**src/rtl/bcd_to_bin_if.sv**
```systemverilog
// Handshake and result bus for the 3-digit BCD to binary converter.
// The master side raises start and presents BCD_in; the converter returns the result with a done pulse.
interface bcd_to_bin_if #(
  parameter int DWIDTH = 8
);
  logic              start;
  logic [11:0]       BCD_in;
  logic [DWIDTH-1:0] bin_out;
  logic              busy;
  logic              done;
  logic              ovf;
  logic              err;

  modport master (
    output start,
    output BCD_in,
    input  bin_out,
    input  busy,
    input  done,
    input  ovf,
    input  err
  );

  modport slave (
    input  start,
    input  BCD_in,
    output bin_out,
    output busy,
    output done,
    output ovf,
    output err
  );
endinterface

```
**src/rtl/bcd_to_bin.sv**
```systemverilog
// Sequential 3-digit BCD to binary converter (reverse double-dabble, one bit per clock).
// Latency 13 clocks for valid input, 1 clock for a bad digit; start is ignored while busy, no queueing.
module bcd_to_bin #(
  parameter int DWIDTH = 8
) (
  input  logic         clk,
  input  logic         rst_n,
  bcd_to_bin_if.slave  bus
);

  typedef enum logic [1:0] {
    IDLE = 2'd0,
    CONV = 2'd1,
    DONE = 2'd2
  } state_t;

  state_t      state;
  state_t      state_nxt;
  logic [11:0] digits;
  logic [11:0] acc;
  logic [3:0]  step;

  logic [23:0] shifted;
  logic [11:0] dig_step;
  logic [11:0] acc_step;
  logic        bad_digit;
  logic        last_step;
  logic        too_big;

  // One reverse double-dabble step: shift the pair right, then correct each digit that reached 8.
  always_comb begin
    shifted  = {digits, acc} >> 1;
    acc_step = shifted[11:0];
    dig_step = shifted[23:12];
    for (int k = 0; k < 3; k++) begin
      if (shifted[12 + 4*k +: 4] >= 4'd8) begin
        dig_step[4*k +: 4] = shifted[12 + 4*k +: 4] - 4'd3;
      end
    end
  end

  always_comb begin
    bad_digit = (bus.BCD_in[3:0] > 4'd9) || (bus.BCD_in[7:4] > 4'd9) ||
                (bus.BCD_in[11:8] > 4'd9);
    last_step = (step == 4'd11);
    too_big   = |acc_step[11:DWIDTH];
  end

  always_comb begin
    state_nxt = state;
    case (state)
      IDLE: begin
        if (bus.start) begin
          state_nxt = bad_digit ? DONE : CONV;
        end
      end
      CONV: begin
        if (last_step) begin
          state_nxt = DONE;
        end
      end
      DONE:    state_nxt = IDLE;
      default: state_nxt = IDLE;
    endcase
  end

  always_ff @(posedge clk or negedge rst_n) begin
    if (!rst_n) begin
      state <= IDLE;
    end else begin
      state <= state_nxt;
    end
  end

  always_ff @(posedge clk or negedge rst_n) begin
    if (!rst_n) begin
      digits      <= '0;
      acc         <= '0;
      step        <= '0;
      bus.bin_out <= '0;
      bus.busy    <= 1'b0;
      bus.done    <= 1'b0;
      bus.ovf     <= 1'b0;
      bus.err     <= 1'b0;
    end else begin
      // done trails the DONE state by one clock so it is a pure register output
      bus.done <= (state == DONE);
      case (state)
        IDLE: begin
          if (bus.start) begin
            digits <= bus.BCD_in;
            acc    <= '0;
            step   <= '0;
            if (bad_digit) begin
              bus.err     <= 1'b1;
              bus.ovf     <= 1'b0;
              bus.bin_out <= '0;
            end else begin
              bus.busy <= 1'b1;
            end
          end
        end
        CONV: begin
          digits <= dig_step;
          acc    <= acc_step;
          step   <= step + 4'd1;
          if (last_step) begin
            bus.busy <= 1'b0;
            bus.err  <= 1'b0;
            if (too_big) begin
              bus.bin_out <= '1;
              bus.ovf     <= 1'b1;
            end else begin
              bus.bin_out <= acc_step[DWIDTH-1:0];
              bus.ovf     <= 1'b0;
            end
          end
        end
        default: ;
      endcase
    end
  end

endmodule

```
**src/flat_wrapper.sv**
```systemverilog
// flat-port wrapper written by rule: the top's interface ports become plain ports
module bcd_to_bin_flat 
#(
  parameter int DWIDTH = 8
)
  (clk, rst_n, bus_start, bus_BCD_in, bus_bin_out, bus_busy, bus_done, bus_ovf, bus_err);
  bcd_to_bin_if #(.DWIDTH(DWIDTH)) bus_i ();
  input  logic clk;
  input  logic rst_n;
  input wire logic [$bits(bus_i.start)-1:0] bus_start;
  input wire logic [$bits(bus_i.BCD_in)-1:0] bus_BCD_in;
  output wire logic [$bits(bus_i.bin_out)-1:0] bus_bin_out;
  output wire logic [$bits(bus_i.busy)-1:0] bus_busy;
  output wire logic [$bits(bus_i.done)-1:0] bus_done;
  output wire logic [$bits(bus_i.ovf)-1:0] bus_ovf;
  output wire logic [$bits(bus_i.err)-1:0] bus_err;
  assign bus_i.start = bus_start;
  assign bus_i.BCD_in = bus_BCD_in;
  assign bus_bin_out = bus_i.bin_out;
  assign bus_busy = bus_i.busy;
  assign bus_done = bus_i.done;
  assign bus_ovf = bus_i.ovf;
  assign bus_err = bus_i.err;
  bcd_to_bin #(.DWIDTH(DWIDTH)) u_core (.clk(clk), .rst_n(rst_n), .bus(bus_i));
endmodule
```
**config.mk**
```make
export PLATFORM = sky130hd
export DESIGN_NAME = bcd_to_bin_flat
export DESIGN_NICKNAME = d
export VERILOG_FILES = /design/src/rtl/bcd_to_bin_if.sv /design/src/rtl/bcd_to_bin.sv /design/src/flat_wrapper.sv
export SDC_FILE = /design/constraint.sdc
export NUM_CORES = 1
export LEC_CHECK = 0
export CORE_MARGIN = 3
export CORE_UTILIZATION = 58
export CTS_CLUSTER_DIAMETER = 100
export DETAILED_ROUTE_END_ITERATION = 10
export GPL_ROUTABILITY_DRIVEN = 0
export GPL_TIMING_DRIVEN = 1
export PLACE_DENSITY = 0.84
export SYNTH_ARGS = -nofsm -noshare
export SYNTH_HDL_FRONTEND = slang
export SYNTH_SLANG_ARGS = --single-unit
```
**constraint.sdc**
```tcl
create_clock -name clk -period 2 [get_ports clk]
set_input_delay 0.4 -clock clk [delete_from_list [all_inputs] [get_ports clk]]
set_output_delay 0.4 -clock clk [all_outputs]
set_load 0.005 [all_outputs]
```
==> results.yml, run 1 <==
layout:
  syn_to_final_growth_pct: 20.69
  n_antenna_cell: 0
  nFillCells: 219
  final_common_cell: "dfrtp_1"
  fin_util_pct: 74.68
  nNetsFinal: 234
  finalInstanceArea_mm2: 0.002336
  layout_common_cells: "dfrtp_1, clkdlybuf4s50_1, o21ai_0"
  drive_above_1_share_pct: 9.767
grt:
  grt_use_met1_pct: 24.03
  use_met3_pct: 5.624
  antenna_found_initial: 0
  grt_most_used_layer: "met2"
  met2_usage_pct: 35.59
  grt_max_degree: 42
  grt_pass1_wl_um: 6423
  grt_overflow: 0
  grt_use_total_pct: 19.98
  grt_pass1_vias: 1437
place:
  placed_area_mm2: 0.002267
  portBuffers: 26
  dp_hpwl_um: 2750
detailed_routing:
  wl_per_cell_um: 14.62
  firstDrtPassIters: 5
  viasPerCell: 5.656
  wl_um: 3786
  ant_nets: 0
  drt_iter0_drc: 53
  drc_errors: 0
  vias: 1465
synth:
  synthDistinctLibCells: 34
  synthCells: 181
  yosysSeqAreaShare_pct: 53.01
  syn_nets: 201
  yosysWarnings: 0
  synth_seq_cells: 41
  synthArstFlopShare_pct: 100.0
  syn_area_per_cell_um2: 10.69
  synth_ff_type: "dfrtp_1"
  syn_area_mm2: 0.001936
  synth-edff-count: 0
sta:
  min_period_over_period_pct: 83.21
  layout_min_cycle_time_ps: 1664
  finalMaxSlewViolations: 0
  hold_violations: 0
  setup_tns_ps: 0
  timing.slew.headroom_pct: 75.11
  setup_violations: 0
  grt_setup_unrepaired: "no"
  worstMarginPinSlew_ps: 372.6
  timing.fmax_mhz: 600.9
  skew_ps: 9.890
floorplanning:
  ioPinCount: 27
  dieArea_mm2: 0.004067
  initial_core_util_pct: 61.88
  rows: 20
  die_h_um: 63.77
  core_mm2: 0.003128
  die_w_um: 63.77
clocking:
  cts_resized: 0
  clk_path_buf_depth: 2
  root_buffer: "clkbuf_4"
  cts_made_buffers: 5
  clk_pin_slew_ps: 120
  cts_tree: "yes"
  clock-sinks: 41
  clock_latency_ps: 350
  htree_levels: 2
  post_cts_buffers: 0
setup_path:
  path_max_fanout: 10
  cp-end-kind: "register"
  cp.arrival_ps: 1940
  crit_required_ps: 2270
  rr_startpoint: "u_core.step[0]"
  crit_path_start: "bus_BCD_in[10]"
  critPathLaunchType: "input pin"
  critPathKind: "input pin to register"
power_and_ir_drop:
  cellLeakagePower_nw: 1.062
  power.density_mw_per_mm2: 1350
  peakVddDrop_mv: 0.7370
min_path:
  hp-start: "u_core.step[3]"
  hp-class: "register to register"
flow_run:
  cap_violations: 0
outcome:
  outcome: "completed"
-- worst max-delay path: stages --
cell,delay [ps]
clkdlybuf4s50_1,440
o21ai_0,210
nand3_1,170
o311ai_2,260
buf_4,250
mux2i_1,200
-- sequential cells by signal, indices dropped and copies added, names as in the netlist --
name                count
u_core.digits          12
u_core.acc             11
u_core.bus.bin_out      8
u_core.step             4
u_core.state            2
u_core.bus.busy         1
u_core.bus.done         1
u_core.bus.err          1
u_core.bus.ovf          1
-- synthesized netlist by cell type, drive strengths merged (2+ instances only) --
| master | count | area share, % |
|---|---|---|
| buf | 7 | 2.3 |
| nor2b | 4 | 1.3 |
| o21ai | 24 | 6.2 |
| mux2i | 15 | 7.8 |
| dfrtp | 41 | 53 |
| a21oi | 8 | 2.1 |
| xor2 | 2 | 0.91 |
| o22ai | 5 | 1.6 |
| a22oi | 2 | 0.78 |
| a22o | 12 | 5.4 |
| nand3b | 2 | 0.78 |
| a31oi | 2 | 0.65 |
| xnor2 | 2 | 0.91 |
| clkbuf | 2 | 0.39 |
| nand2b | 3 | 0.97 |
| nand2 | 12 | 2.7 |
| ha | 5 | 3.2 |
| inv | 18 | 3.5 |
| nor2 | 5 | 1.4 |
-- layer usage --
metal / up-vias / routed length [um]
met1: 719 / 1575
met5: - / 0
met2: 38 / 2009
met3: 4 / 174
met4: 0 / 27
li1: 704 / -
-- stage by stage --
stage | power (mW) | setup slack [ps] | cells | hold WS [ps]
floorplan | 2.238 | 637.6 | 181 | 104.4
global placement | 2.666 | 85.66 | 250 | 383.6
detailed placement | 2.753 | -18.39 | 250 | 385.7
finish | 3.153 | 335.8 | 259 | 501.4
global route | 3.401 | 249.0 | 259 | 537.0
CTS | 3.168 | 327.1 | 258 | 8.707
-- final timing paths --
kind                                         endpoint  slack (ps)  cells past startpoint
worst max-delay path            u_core.bus.bin_out[0]         340                      6
max in group asynchronous               u_core.acc[3]        1260                      3
worst min-delay path                   u_core.step[3]         500                      1
worst max register to register  u_core.bus.bin_out[0]         450                      6
min in group asynchronous               u_core.acc[9]         540                      3
worst min register to register         u_core.step[3]         500                      1
-- logic make-up after synthesis --
| logic type | Yosys count | share of synthesized area [%] |
|---|---|---|
| AOI/OAI and AO/OA | 58 | 19.39 |
| xor gates and xnor gates | 4 | 1.810 |
| adders and majority gates | 5 | 3.232 |
| buffers and inverters | 27 | 6.141 |
| and+or+nand+nor | 31 | 8.661 |
| muxes | 15 | 7.757 |
| DFF | 41 | 53.01 |
-- power by group --
group          internal [mW]  leakage [nW]  total (mW)  switching, mW
sequential              1.10         0.537        1.31          0.210
combinational          0.687         0.494        1.42          0.735
clock                  0.139        0.0316       0.421          0.281
-- layout make-up --
cell class | instances | area (um2) | area share (%)
Clock buffer | 5 | 37.54 | 1.607
Inverter | 18 | 67.56 | 2.892
Tap cell | 44 | 55.05 | 2.357
Timing Repair Buffer | 35 | 337.8 | 14.46
Clock inverter | 3 | 21.27 | 0.9106
Sequential cell | 41 | 1026 | 43.92
Multi-Input combinational cell | 113 | 790.8 | 33.85
-- what timing repair did --
action                                  4_1_cts  5_1_grt
endpoints found under the setup margin        0        0
hold endpoints to repair                      0        7
hold buffers                                  0        1
Power figures use the tool's default switching activity.
==> inputs of run 2 (changes only) <==
--- a/config.mk
+++ b/config.mk
@@ -6,12 +6,12 @@
 export NUM_CORES = 1
 export LEC_CHECK = 0
 export CORE_MARGIN = 3
-export CORE_UTILIZATION = 58
+export CORE_UTILIZATION = 48
 export CTS_CLUSTER_DIAMETER = 100
 export DETAILED_ROUTE_END_ITERATION = 10
 export GPL_ROUTABILITY_DRIVEN = 0
 export GPL_TIMING_DRIVEN = 1
-export PLACE_DENSITY = 0.84
+export PLACE_DENSITY = 0.74
 export SYNTH_ARGS = -nofsm -noshare
 export SYNTH_HDL_FRONTEND = slang
 export SYNTH_SLANG_ARGS = --single-unit
==> constraint.sdc (replaced) <==
create_clock -name clk -period 1.47 [get_ports clk]
set_input_delay 0.294 -clock clk [delete_from_list [all_inputs] [get_ports clk]]
set_output_delay 0.294 -clock clk [all_outputs]
set_load 0.005 [all_outputs]
==> results.yml, run 2 (synthesis results as in run 1) <==
outcome:
  outcome: "completed"
clocking:
  clk_pin_slew_ps: 80
  clock-sinks: 41
  cts_made_buffers: 5
  htree_levels: 2
  cts_tree: "yes"
  root_buffer: "clkbuf_8"
  clk_path_buf_depth: 2
  clock_latency_ps: 280
floorplanning:
  initial_core_util_pct: 51.33
  die_h_um: 69.50
  die_w_um: 69.50
  rows: 22
  dieArea_mm2: 0.004830
  ioPinCount: 27
  core_mm2: 0.003771
place:
  portBuffers: 26
  dp_hpwl_um: 3078
sta:
  finalMaxSlewViolations: 0
  worstMarginPinSlew_ps: 512.9
  setup_violations: 0
  skew_ps: 5.310
  timing.fmax_mhz: 689.6
  hold_violations: 0
  timing.slew.headroom_pct: 65.80
  grt_setup_unrepaired: "yes"
  layout_min_cycle_time_ps: 1450
  min_period_over_period_pct: 98.65
setup_path:
  crit_required_ps: 1670
  critPathLaunchType: "input pin"
  critical_path.slowest_cell: "clkdlybuf4s50_1"
  critPathKind: "input pin to register"
  worstPathCellList: "clkdlybuf4s50_1 -> o21ai_2 -> nand3_2 -> o311ai_4 -> buf_6 -> mux2i_2"
  critPathBufInv: 2
  cp_top_family: "buffers and inverters"
  cp.arrival_ps: 1650
  path_max_fanout: 5
  cp-end-kind: "register"
  crit_path_max_incr_delay_ps: 440
layout:
  n_antenna_cell: 0
  largest-register: "u_core.digits"
  top_regs: "u_core.digits: 12 flops, u_core.acc: 11 flops, u_core.bus.bin_out: 8 flops"
  final_common_cell: "dfrtp_1"
  drive_above_1_share_pct: 23.95
  layout_common_cells: "dfrtp_1, buf_4, inv_1"
  syn_to_final_growth_pct: 34.71
  largest_reg_flops: 12
  nNetsFinal: 258
  fin_util_pct: 69.14
grt:
  grt_use_total_pct: 19.04
  grt_use_met1_pct: 25.47
  grt_overflow: 0
  grt_pass1_vias: 1537
  grt_most_used_layer: "met2"
  use_met3_pct: 4.348
  grt_max_degree: 42
  antenna_found_initial: 0
  met2_usage_pct: 31.36
  grt_pass1_wl_um: 7438
power_and_ir_drop:
  cellLeakagePower_nw: 1.288
  power.density_mw_per_mm2: 1915
  power_mw: 4.993
  peakVddDrop_mv: 1.115
flow_run:
  cap_violations: 0
detailed_routing:
  wl_per_cell_um: 15.84
  viasPerCell: 5.514
  firstDrtPassIters: 4
  drt_iter0_drc: 133
  ant_nets: 0
  wl_um: 4529
  vias: 1577
  drc_errors: 0
min_path:
  hp-class: "input pin to async pin"
## run 2: through the flow
stage	setup slack, ps	area (um2)	TNS [ps]	std cells	hold slack, ps
finish	19.87	2608	0	286	55.11
global route	-27.27	2608	-65.83	286	99.49
CTS	-3.080	2500	-3.080	277	74.18
detailed placement	-479.1	2365	-6234	268	381.4
global placement	-383.2	2365	-5195	268	371.7
floorplan	107.6	1936	0	181	-1.591
## run 2: worst paths after layout
path / end / from / slack, ps / cells after the start
setup reg to reg: u_core.bus.bin_out[3] / u_core.step[1] / 30 / 6
min in group clk: u_core.digits[5] / bus_BCD_in[5] / 480 / 3
setup / recovery: u_core.bus.bin_out[3] / bus_BCD_in[11] / 20 / 6
max in group asynchronous: u_core.state[0] / rst_n / 1020 / 2
hold / removal: u_core.digits[5] / rst_n / 60 / 2
hold reg to reg: u_core.digits[9] / u_core.digits[9] / 500 / 2
## run 2: layout make-up
cell class,instances,area (um2)
Multi-Input combinational cell,113,838.3
Fill cell,266,1164
Clock buffer,6,82.58
Timing Repair Buffer,59,520.5
Clock inverter,1,7.507
Inverter,18,71.32
Tap cell,48,60.06
Sequential cell,41,1027
## run 2: layer usage
layer	share of wire (%)	vias to the layer above
li1	-	747
met1	43	785
met4	1.7	0
met5	0	-
met2	52	37
met3	3.7	8
## run 2: repair_timing
item,4_1_cts,5_1_grt
pin swaps,5,3
gates cloned,1,0
resized for setup,18,19
hold buffers,0,0
buffers inserted,1,9
hold endpoints to repair,0,0
setup endpoints to repair,11,26
## run 2: where the power goes
group	switching, mW	leakage [nW]	internal [mW]
sequential	0.284	0.535	1.50
clock	0.372	0.0433	0.371
combinational	1.22	0.709	1.24
==> inputs of run 3 (changes only) <==
--- a/config.mk
+++ b/config.mk
@@ -11,6 +11,7 @@
 export DETAILED_ROUTE_END_ITERATION = 10
 export GPL_ROUTABILITY_DRIVEN = 0
 export GPL_TIMING_DRIVEN = 1
+export HOLD_SLACK_MARGIN = 0.15
 export PLACE_DENSITY = 0.74
 export SYNTH_ARGS = -nofsm -noshare
 export SYNTH_HDL_FRONTEND = slang
==> results.yml, run 3 (synthesis results as in run 1) <==
sta:
  finalMaxSlewViolations: 0
  hold_slack_ps: 477.1
  skew_ps: 7.724
  timing.fmax_mhz: 689.7
  layout_min_cycle_time_ps: 1450
  worstMarginPinSlew_ps: 513.6
  setup_violations: 0
  min_period_over_period_pct: 98.63
  hold_violations: 0
  timing.slew.headroom_pct: 65.76
  grt_setup_unrepaired: "yes"
layout:
  top_regs: "u_core.digits: 12 flops, u_core.acc: 11 flops, u_core.bus.bin_out: 8 flops"
  nNetsFinal: 259
  syn_to_final_growth_pct: 35.23
  drive_above_1_share_pct: 23.85
  n_antenna_cell: 0
  largest-register: "u_core.digits"
  post_layout_nonfiller_instances: 287
  largest_reg_flops: 12
  register_area_mm2: 0.001027
  final_common_cell: "dfrtp_1"
  multi_input_area_um2: 838.3
  nFillCells: 265
  layout_common_cells: "dfrtp_1, buf_4, inv_1"
power_and_ir_drop:
  power.density_mw_per_mm2: 1910
  internal-power_mw: 3.114
  comb_power_share_pct: 49.4
  peakVddDrop_mv: 1.112
  seqPwrFrac_pct: 35.7
  swShare_pct: 37.70
  p_clk_share_pct: 14.9
  cellLeakagePower_nw: 1.292
  switching_power_mw: 1.884
setup_path:
  ff2ff_path_depth: 6
  crit_required_ps: 1670
  critPathKind: "input pin to register"
  cp_top_family: "buffers and inverters"
  critPathLaunchType: "input pin"
  critical_path.slowest_cell: "clkdlybuf4s50_1"
  worstPathCellList: "clkdlybuf4s50_1 -> o21ai_2 -> nand3_2 -> o311ai_4 -> buf_6 -> mux2i_2"
  r2r_end: "u_core.bus.bin_out[3]"
  r2r_slack_ps: 30
  cp-end-kind: "register"
  crit_path_max_incr_delay_ps: 440
  rr_startpoint: "u_core.step[1]"
  path_max_fanout: 5
  cp.arrival_ps: 1650
  critPathBufInv: 2
floorplanning:
  die_h_um: 69.50
  ioPinCount: 27
  core_mm2: 0.003771
  die_w_um: 69.50
  dieArea_mm2: 0.004830
  rows: 22
  initial_core_util_pct: 51.33
clocking:
  clk_pin_slew_ps: 80
  clock_latency_ps: 280
  cts_tree: "yes"
  clk_path_buf_depth: 2
  clock-sinks: 41
  root_buffer: "clkbuf_8"
  cts_made_buffers: 5
  htree_levels: 2
detailed_routing:
  wl_um: 4513
  drc_errors: 0
  ant_nets: 0
  firstDrtPassIters: 4
  drt_iter0_drc: 127
  wl_per_cell_um: 15.72
  viasPerCell: 5.557
  vias: 1595
grt:
  grt_max_degree: 42
  grt_pass1_wl_um: 7438
  grt_overflow: 0
  grt_use_total_pct: 19.04
  antenna_found_initial: 0
  grt_pass1_vias: 1537
min_path:
  hp-start: "bus_BCD_in[5]"
  hold_depth: 3
  hp-class: "input pin to register"
  whs_endpoint: "u_core.digits[5]"
outcome:
  outcome: "completed"
place:
  portBuffers: 26
  place_inst: 268
  dp_hpwl_um: 3078
flow_run:
  cap_violations: 0
## run 3: power by group through the flow
stage,clock (mW),sequential [mW],combinational (mW)
floorplan,0,1.79,1.26
global placement,0,1.77,2.02
detailed placement,0,1.81,2.13
CTS,0.753,1.79,2.26
global route,0.809,1.83,2.70
finish,0.743,1.79,2.47
## run 3: worst register-to-register path, cell delays in order, from the launching register on
cell	delay, ps
dfrtp_1	400
ha_2	190
nand3b_1	160
nand2_4	90
o311ai_4	110
buf_6	190
mux2i_2	230
## run 3: area by class of cell
| cell class | instances | area share (%) |
|---|---|---|
| clock buffers | 6 | 3.155 |
| inverters | 18 | 2.725 |
| flip-flops and latches | 41 | 39.24 |
| well taps | 48 | 2.294 |
| clock inverters | 1 | 0.2868 |
| repair buffers | 60 | 20.27 |
| multi-input cells | 113 | 32.03 |
## run 3: per-stage QoR
step	instance area, um2	setup WS [ps]	utilization [%]	total power, mW	setup TNS [ps]
6_report	2618	20.10	69.41	4.999	0
5_1_grt	2618	-27.27	69.41	5.336	-65.83
4_1_cts	2510	-3.080	66.56	4.805	-3.080
3_5_place_dp	2365	-479.1	62.71	3.938	-6234
3_3_place_gp	2365	-383.2	62.71	3.790	-5195
2_1_floorplan	1936	107.6	-	3.045	0
## run 3: worst max-delay path by stage
stage / end / cells after the start / start / slack (ps)
2_1_floorplan: u_core.bus.bin_out[0] / 4 / u_core.acc[9] / 110
3_3_place_gp: u_core.bus.bin_out[2] / 6 / bus_BCD_in[2] / -380
3_5_place_dp: u_core.bus.bin_out[4] / 6 / bus_BCD_in[9] / -480
4_1_cts: u_core.bus.bin_out[4] / 6 / u_core.step[1] / -3
5_1_grt: u_core.bus.bin_out[3] / 6 / u_core.step[1] / -30
6_report: u_core.bus.bin_out[3] / 6 / bus_BCD_in[11] / 20
## run 3: per-layer routing
metal	vias up	global-route usage [%]	routed length, um
li1	750	-	-
met1	794	25.47	1946
met2	43	31.36	2307
met3	8	4.348	179
met4	0	4.772	80
met5	-	0	0
## run 3: timing repair
action / 4_1_cts / 5_1_grt
pin swaps: 5 / 3
hold endpoints to repair: 41 / 0
endpoints found under the setup margin: 11 / 26
hold buffers: 1 / 0
gates cloned: 1 / 0
gates resized for setup: 18 / 19
buffers inserted: 1 / 9
